==> src/rtl/matrix_operand_loader_if.sv <==
// Stream and bank-write signal bundle for matrix_operand_loader.
// The slave modport is the loader; the master modport is the source/datapath side.
interface matrix_operand_loader_if #(
    parameter int DATA_W = 8,
    parameter int DEPTH  = 16
);
    localparam int AW = $clog2(DEPTH);
    localparam int CW = $clog2(DEPTH + 1);

    logic              start;
    logic              in_valid;
    logic [DATA_W-1:0] in_data;
    logic              in_ready;
    logic              register_ready;
    logic [AW-1:0]     wr_addr;
    logic [DATA_W-1:0] wr_data;
    logic              full;
    logic [CW-1:0]     count;
    logic              bank_release;
    logic              ovf_err;

    modport master (
        output start, in_valid, in_data, bank_release,
        input  in_ready, register_ready, wr_addr, wr_data, full, count, ovf_err
    );

    modport slave (
        input  start, in_valid, in_data, bank_release,
        output in_ready, register_ready, wr_addr, wr_data, full, count, ovf_err
    );
endinterface

==> src/rtl/matrix_operand_loader.sv <==
// Loads DEPTH stream elements into the operand bank, one register_ready strobe per element,
// then holds the bank until released. Define LOADER_OVF_EN to build the sticky overflow detector.
module matrix_operand_loader #(
    parameter int DATA_W = 8,
    parameter int DEPTH  = 16
) (
    input logic                    clk,
    input logic                    rst_n,
    matrix_operand_loader_if.slave bus
);
    localparam int AW = $clog2(DEPTH);
    localparam int CW = $clog2(DEPTH + 1);

    typedef enum logic [1:0] {IDLE, LOAD, FULL} state_t;

    state_t        state_q, state_d;
    logic [CW-1:0] count_q;
    logic          accept;
    logic          last;

    // in_ready is decoded from the state register only, so accept has no path from in_valid to in_ready.
    assign accept = bus.in_valid && (state_q == LOAD);
    assign last   = (count_q == CW'(DEPTH - 1));

    // NOTE: sequential state uses non-blocking assignments so every flop samples pre-edge values.
    always_ff @(posedge clk or negedge rst_n) begin
        if (!rst_n) state_q <= IDLE;
        else        state_q <= state_d;
    end

    // NOTE: every output of this block gets a default first, so no path can infer a latch.
    always_comb begin
        state_d      = state_q;
        bus.in_ready = 1'b0;
        bus.full     = 1'b0;
        case (state_q)
            IDLE: begin
                if (bus.start) state_d = LOAD;
            end
            LOAD: begin
                bus.in_ready = 1'b1;
                if (accept && last) state_d = FULL;
            end
            FULL: begin
                bus.full = 1'b1;
                if (bus.bank_release) state_d = IDLE;
            end
            default: state_d = IDLE;
        endcase
    end

    always_ff @(posedge clk or negedge rst_n) begin
        if (!rst_n) begin
            count_q            <= '0;
            bus.wr_addr        <= '0;
            bus.wr_data        <= '0;
            bus.register_ready <= 1'b0;
        end else begin
            bus.register_ready <= accept;
            if (accept) begin
                bus.wr_addr <= count_q[AW-1:0];
                bus.wr_data <= bus.in_data;
                count_q     <= count_q + CW'(1);
            end else if (state_q == FULL && bus.bank_release) begin
                count_q <= '0;
            end
        end
    end

    assign bus.count = count_q;

`ifdef LOADER_OVF_EN
    logic ovf_q;

    // Sticky until reset: a source pushing into a held bank is a protocol error worth keeping.
    always_ff @(posedge clk or negedge rst_n) begin
        if (!rst_n)                               ovf_q <= 1'b0;
        else if (state_q == FULL && bus.in_valid) ovf_q <= 1'b1;
    end

    assign bus.ovf_err = ovf_q;
`else
    assign bus.ovf_err = 1'b0;
`endif

endmodule

==> src/flat_wrapper.sv <==
// flat-port wrapper written by rule: the top's interface ports become plain ports
module matrix_operand_loader_flat 
#(
    parameter int DATA_W = 8,
    parameter int DEPTH  = 16
)
  (clk, rst_n, bus_start, bus_in_valid, bus_in_data, bus_bank_release, bus_in_ready, bus_register_ready, bus_wr_addr, bus_wr_data, bus_full, bus_count, bus_ovf_err);
  matrix_operand_loader_if #(.DATA_W(DATA_W), .DEPTH(DEPTH)) bus_i ();
  input logic clk;
  input logic rst_n;
  input wire logic [$bits(bus_i.start)-1:0] bus_start;
  input wire logic [$bits(bus_i.in_valid)-1:0] bus_in_valid;
  input wire logic [$bits(bus_i.in_data)-1:0] bus_in_data;
  input wire logic [$bits(bus_i.bank_release)-1:0] bus_bank_release;
  output wire logic [$bits(bus_i.in_ready)-1:0] bus_in_ready;
  output wire logic [$bits(bus_i.register_ready)-1:0] bus_register_ready;
  output wire logic [$bits(bus_i.wr_addr)-1:0] bus_wr_addr;
  output wire logic [$bits(bus_i.wr_data)-1:0] bus_wr_data;
  output wire logic [$bits(bus_i.full)-1:0] bus_full;
  output wire logic [$bits(bus_i.count)-1:0] bus_count;
  output wire logic [$bits(bus_i.ovf_err)-1:0] bus_ovf_err;
  assign bus_i.start = bus_start;
  assign bus_i.in_valid = bus_in_valid;
  assign bus_i.in_data = bus_in_data;
  assign bus_i.bank_release = bus_bank_release;
  assign bus_in_ready = bus_i.in_ready;
  assign bus_register_ready = bus_i.register_ready;
  assign bus_wr_addr = bus_i.wr_addr;
  assign bus_wr_data = bus_i.wr_data;
  assign bus_full = bus_i.full;
  assign bus_count = bus_i.count;
  assign bus_ovf_err = bus_i.ovf_err;
  matrix_operand_loader #(.DATA_W(DATA_W), .DEPTH(DEPTH)) u_core (.clk(clk), .rst_n(rst_n), .bus(bus_i));
endmodule
==> config.mk <==
export PLATFORM = sky130hd
export DESIGN_NAME = matrix_operand_loader_flat
export DESIGN_NICKNAME = d
export VERILOG_FILES = /design/src/rtl/matrix_operand_loader_if.sv /design/src/rtl/matrix_operand_loader.sv /design/src/flat_wrapper.sv
export SDC_FILE = /design/constraint.sdc
export NUM_CORES = 1
export LEC_CHECK = 0
export ABC_AREA = 0
export BUFFER_PORTS_ARGS = -buffer_cell sky130_fd_sc_hd__buf_2
export CAP_MARGIN = 25
export CORE_MARGIN = 3
export CORE_UTILIZATION = 52
export CTS_BUF_LIST = sky130_fd_sc_hd__clkbuf_8
export DETAILED_ROUTE_END_ITERATION = 6
export PLACE_DENSITY_LB_ADDON = 0.08
export SETUP_SLACK_MARGIN = 0.4
export SYNTH_ARGS = -nofsm -noshare
export SYNTH_HDL_FRONTEND = slang
export SYNTH_SLANG_ARGS = --single-unit
export TNS_END_PERCENT = 30
==> constraint.sdc <==
create_clock -name clk -period 2.05 [get_ports clk]
set_input_delay 0.205 -clock clk [delete_from_list [all_inputs] [get_ports clk]]
set_output_delay 0.205 -clock clk [all_outputs]
set_load 0.02 [all_outputs]
Word level (Yosys, flattened, before mapping)
Cells that the tools add are included.

word-level totals
  bits in registers = 20
  word-level logic and storage cells = 26

operators by class
  add/sub/neg operators = 1
  equal/unequal tests = 6
  reductions and logical operators = 6
  mux-type cells = 8

operators by type and width
  operator               count
  $mux W5                2
  $mux W2                3
  $ne A2 B2 Y1 const B   3
  $pmux W2 S3            1
  $add A5 B1 Y5 const B  1
  $eq A5 B4 Y1 const B   1
  $logic_and A1 B1 Y1    3
  $reduce_and A3 Y1      1
  $eq A2 B1 Y1 const B   1
  $eq A2 B2 Y1 const B   1
  $logic_not A2 Y1       1
  $mux W1                2
  $reduce_bool A2 Y1     1

Logic depth before layout (Yosys ltp)
  depth in word-level cells = 5
  mapped depth = 5
  depth with buffers taken out = 4

Worst setup path before layout
Ideal clock, no wire load.

  kind = reg-to-reg
  start = reg u_core.count_q[0] (netlist: u_core.bus.count[0])
  end = reg u_core.state_q[0]
  cell stages (with the launch flop) = 5
  setup slack = 0.682 ns
  library setup time = 0.099 ns
  arrival = 1.268 ns
  cell sequence = dfrtp_1 ha_1 and3_1 ha_1 a311oi_1

on the way
  longest elaborated chain between the ends = 4

ends and longest elaborated chain
  what                                RTL line                     RTL
  start: declaration                  matrix_operand_loader.sv:17  logic [CW-1:0] count_q;
  start signal: assignment            matrix_operand_loader.sv:63  count_q <= count_q + CW'(1);
  $eq A5 B4 Y1                        matrix_operand_loader.sv:23  assign last = (count_q == CW'(DEPTH - 1));
  $logic_and A1 B1 Y1                 matrix_operand_loader.sv:42  if (accept && last) state_d = FULL;
  $ne A2 B2 Y1 (no source line)       --
  $reduce_and A3 Y1 (no source line)  --
  end signal: assignment              matrix_operand_loader.sv:28  else state_q <= state_d;
  end: declaration                    matrix_operand_loader.sv:16  state_t state_q, state_d;

Every way passes these cells.
A chain may end at the register's enable or synchronous reset.

Final worst setup path
  start = reg u_core.state_q[1]
  end = reg u_core.count_q[2] (netlist: u_core.bus.count[2])

on the way
  longest elaborated chain between the ends = 3
  elaborated cells on any way between the ends = 6
  classes of those cells = 2 x eq/ne; 1 x mux; 3 x reduce/logical

ends and longest elaborated chain
  what                                                  RTL line
  $eq A2 B1 Y1 / $eq A2 B2 Y1 (equally long branches)   matrix_operand_loader.sv:22, matrix_operand_loader.sv:64
  $logic_and A1 B1 Y1 (on tied branches)                matrix_operand_loader.sv:22, matrix_operand_loader.sv:64
  $mux W5 / $reduce_bool A2 Y1 (equally long branches)  --

Several ways; a longest one is shown, not always the timed one.

==> flow_summary.json <==
{
  "outcome": "finished, final reports clean",
  "syn_nets": 99,
  "rsz0062_at_grt": "no",
  "r2r_slack_ns": 0.66,
  "route.detailed.drc": 0,
  "place_area_um2": 1010,
  "min_to": "u_core.bus.wr_data[6]$_DFFE_PN0P_",
  "end_kind": "flip-flop",
  "hold_violations": 0,
  "period_share_pct": 67.7,
  "grt_pass1_vias": 656,
  "wl_per_cell_um": 12.6,
  "rr_endpoint": "u_core.bus.count[2]$_DFFE_PN0P_",
  "critPathRequiredTime_ns": 2.20,
  "grt_use_total_pct": 18.3,
  "drtIter0Drc": 9,
  "yosys_warnings": 0,
  "ir_drop_mv": 0.787,
  "async_flop_share_pct": 100,
  "synth_ff_type": "dfrtp_1",
  "ys_top_cells_by_count": "nand2_1, dfrtp_1",
  "top_layer": "met4",
  "nets": 134,
  "whs_ns": 0.137,
  "num_rows": 13,
  "min-delay-start": "bus_in_data[6]",
  "period_needed_ns": 1.39,
  "grt_max_degree": 21,
  "dpl.hpwl_um": 1120,
  "syn_to_final_growth_pct": 26.7,
  "grt_overflow_total": 0,
  "dieHeight_um": 46.4,
  "dr.pass1.iters": 4,
  "p_leak_nw": 0.610,
  "critPathLaunch": "u_core.state_q[1]$_DFFE_PN0P_",
  "synth_seq_cells": 20,
  "hp-class": "in -> reg",
  "critical-path-max-stage-delay_ns": 0.42,
  "timing.fmax_mhz": 720,
  "synth_area_um2": 847,
  "synth_area_leader_cell": "dfrtp_1",
  "port_buffers": 32,
  "drv_slew": 0,
  "antenna_found_initial": 0,
  "worst_ep_arrival_time_ns": 1.53,
  "root_buffer": "clkbuf_8",
  "coreArea_um2": 1420,
  "power_density_nw_per_um2": 1340,
  "synth_edf_count": 0,
  "die_x_um": 46.4,
  "cts_max_path_buffers": 2,
  "wl_um": 1680,
  "wl_met2_um": 783,
  "r2r-start": "u_core.state_q[1]$_DFFE_PN0P_",
  "vias": 692,
  "ant_nets": 0,
  "clk-insertion-delay-late_ns": 0.25,
  "synth_most_common_cell": "nand2_1",
  "cts_buffers": 3,
  "seq_area_frac_synth_pct": 59.1,
  "cap_violations": 0,
  "ys_types": 24,
  "synthDominantCellAreaShare_pct": 59.1,
  "dieArea_um2": 2150,
  "syn_avg_cell_area_um2": 10.1,
  "tns_ns": 0,
  "cts_tree": "built",
  "place.gp.congestion": 0.691,
  "cp_max_fo": 18,
  "io_pins": 34,
  "finalSetupViolations": 0,
  "fill_cells": 114,
  "cts_sinks": 20,
  "seq_area_um2": 500,
  "fin_skew_ns": 0.00282,
  "initial_core_util_pct": 59.9,
  "criticalPathCategory": "reg -> reg",
  "met3WireLength_um": 124,
  "yosys-top-cells-area": "dfrtp_1, nand2_1, ha_1, nand3b_4, a22o_1",
  "grt_pass1_wl_um": 2770,
  "utilization_pct": 75.9,
  "critical_path.slowest_cell": "dfrtp_1",
  "multi_input_area_um2": 313,
  "cts-htree-levels": 1,
  "antenna-diode-count": 0,
  "wl_met1_um": 760,
  "vias_per_cell": 5.20,
  "finalInstanceArea_um2": 1070,
  "drive_above_1_share_pct": 33.1,
  "worstHoldPathCells": 3,
  "cp-start-kind": "flip-flop",
  "rr_worst_depth": 4,
  "clk_pin_slew_ns": 0.07,
  "crit_chain": "nand3b_4 > clkinv_4 > a21oi_2 > a211o_1",
  "synthCells": 84
}
-- cells by family after synthesis --
group,after synthesis,synth area share (%)
adders and majority gates,2,2.95
AOI/OAI and AO/OA,7,6.80
muxes,1,1.18
DFF,20,59.1
buffers and inverters,6,3.99
and+or+nand+nor,47,25.6
other,1,0.443
-- metrics by stage --
stage	power (mW)	std cells	setup WS, ns
after floorplan	0.959	84	0.682
after global placement	1.14	128	0.704
after detailed placement	1.15	128	0.663
after CTS	1.45	133	0.650
after global routing	1.54	133	0.556
final	1.44	133	0.662
-- metal layers --
layer | vias up | GRT usage (%)
met5 | - | 0
met4 | 0 | 6.82
met3 | 2 | 4.69
met2 | 26 | 29.1
met1 | 325 | 23.7
li1 | 339 | -
-- where the power goes --
part	total [mW]	switching, mW	internal [mW]
combinational	0.520	0.330	0.190
sequential	0.621	0.102	0.519
clock	0.296	0.126	0.171
-- cell usage in the layout (no fill, tap or decap), drive strengths merged, types with 2 or more instances in the layout --
cell,netlist,layout
a22o,2,2
ha,2,2
buf,3,32
inv,2,2
nand3b,2,2
nor3b,2,2
dfrtp,20,20
clkbuf,0,4
nand2,37,37
-- worst max-delay path, delay by kind of cell (launching register included) --
family	cells	cell delay, ns
DFF	1	0.42
and+or+nand+nor	1	0.31
buffers and inverters	1	0.20
AOI/OAI and AO/OA	2	0.35
-- area by class of cell --
class,instances,share of cell area (%)
sequential,20,46.6
inverter,3,1.52
timing repair buffer,33,15.9
clock buffer,4,5.13
multi-input combinational,58,29.1
tap,15,1.75
-- registers in the layout, summed over array words and instances (netlist names) --
name / cells
u_core.bus.count: 5
u_core.bus.register_ready: 1
u_core.bus.wr_addr: 4
u_core.bus.wr_data: 8
u_core.state_q: 2
-- repair_timing --
| item | 4_1_cts | 5_1_grt |
|---|---|---|
| hold buffers | 1 | 0 |
| gates resized for setup | 0 | 0 |
| buffers inserted | 0 | 0 |
| endpoints found under the hold margin | 20 | 0 |
-- worst max path at each step --
stage | slack [ns] | end | cells after the start
global placement | 0.70 | u_core.bus.count[2]$_DFFE_PN0P_ | 4
finish | 0.66 | u_core.bus.count[2]$_DFFE_PN0P_ | 4
CTS | 0.65 | u_core.bus.count[2]$_DFFE_PN0P_ | 4
global route | 0.56 | u_core.state_q[0]$_DFFE_PN0P_ | 4
detailed placement | 0.66 | u_core.bus.count[2]$_DFFE_PN0P_ | 4
floorplan | 0.68 | u_core.state_q[0]$_DFFE_PN0P_ | 4
Power figures use the tool's default switching activity.
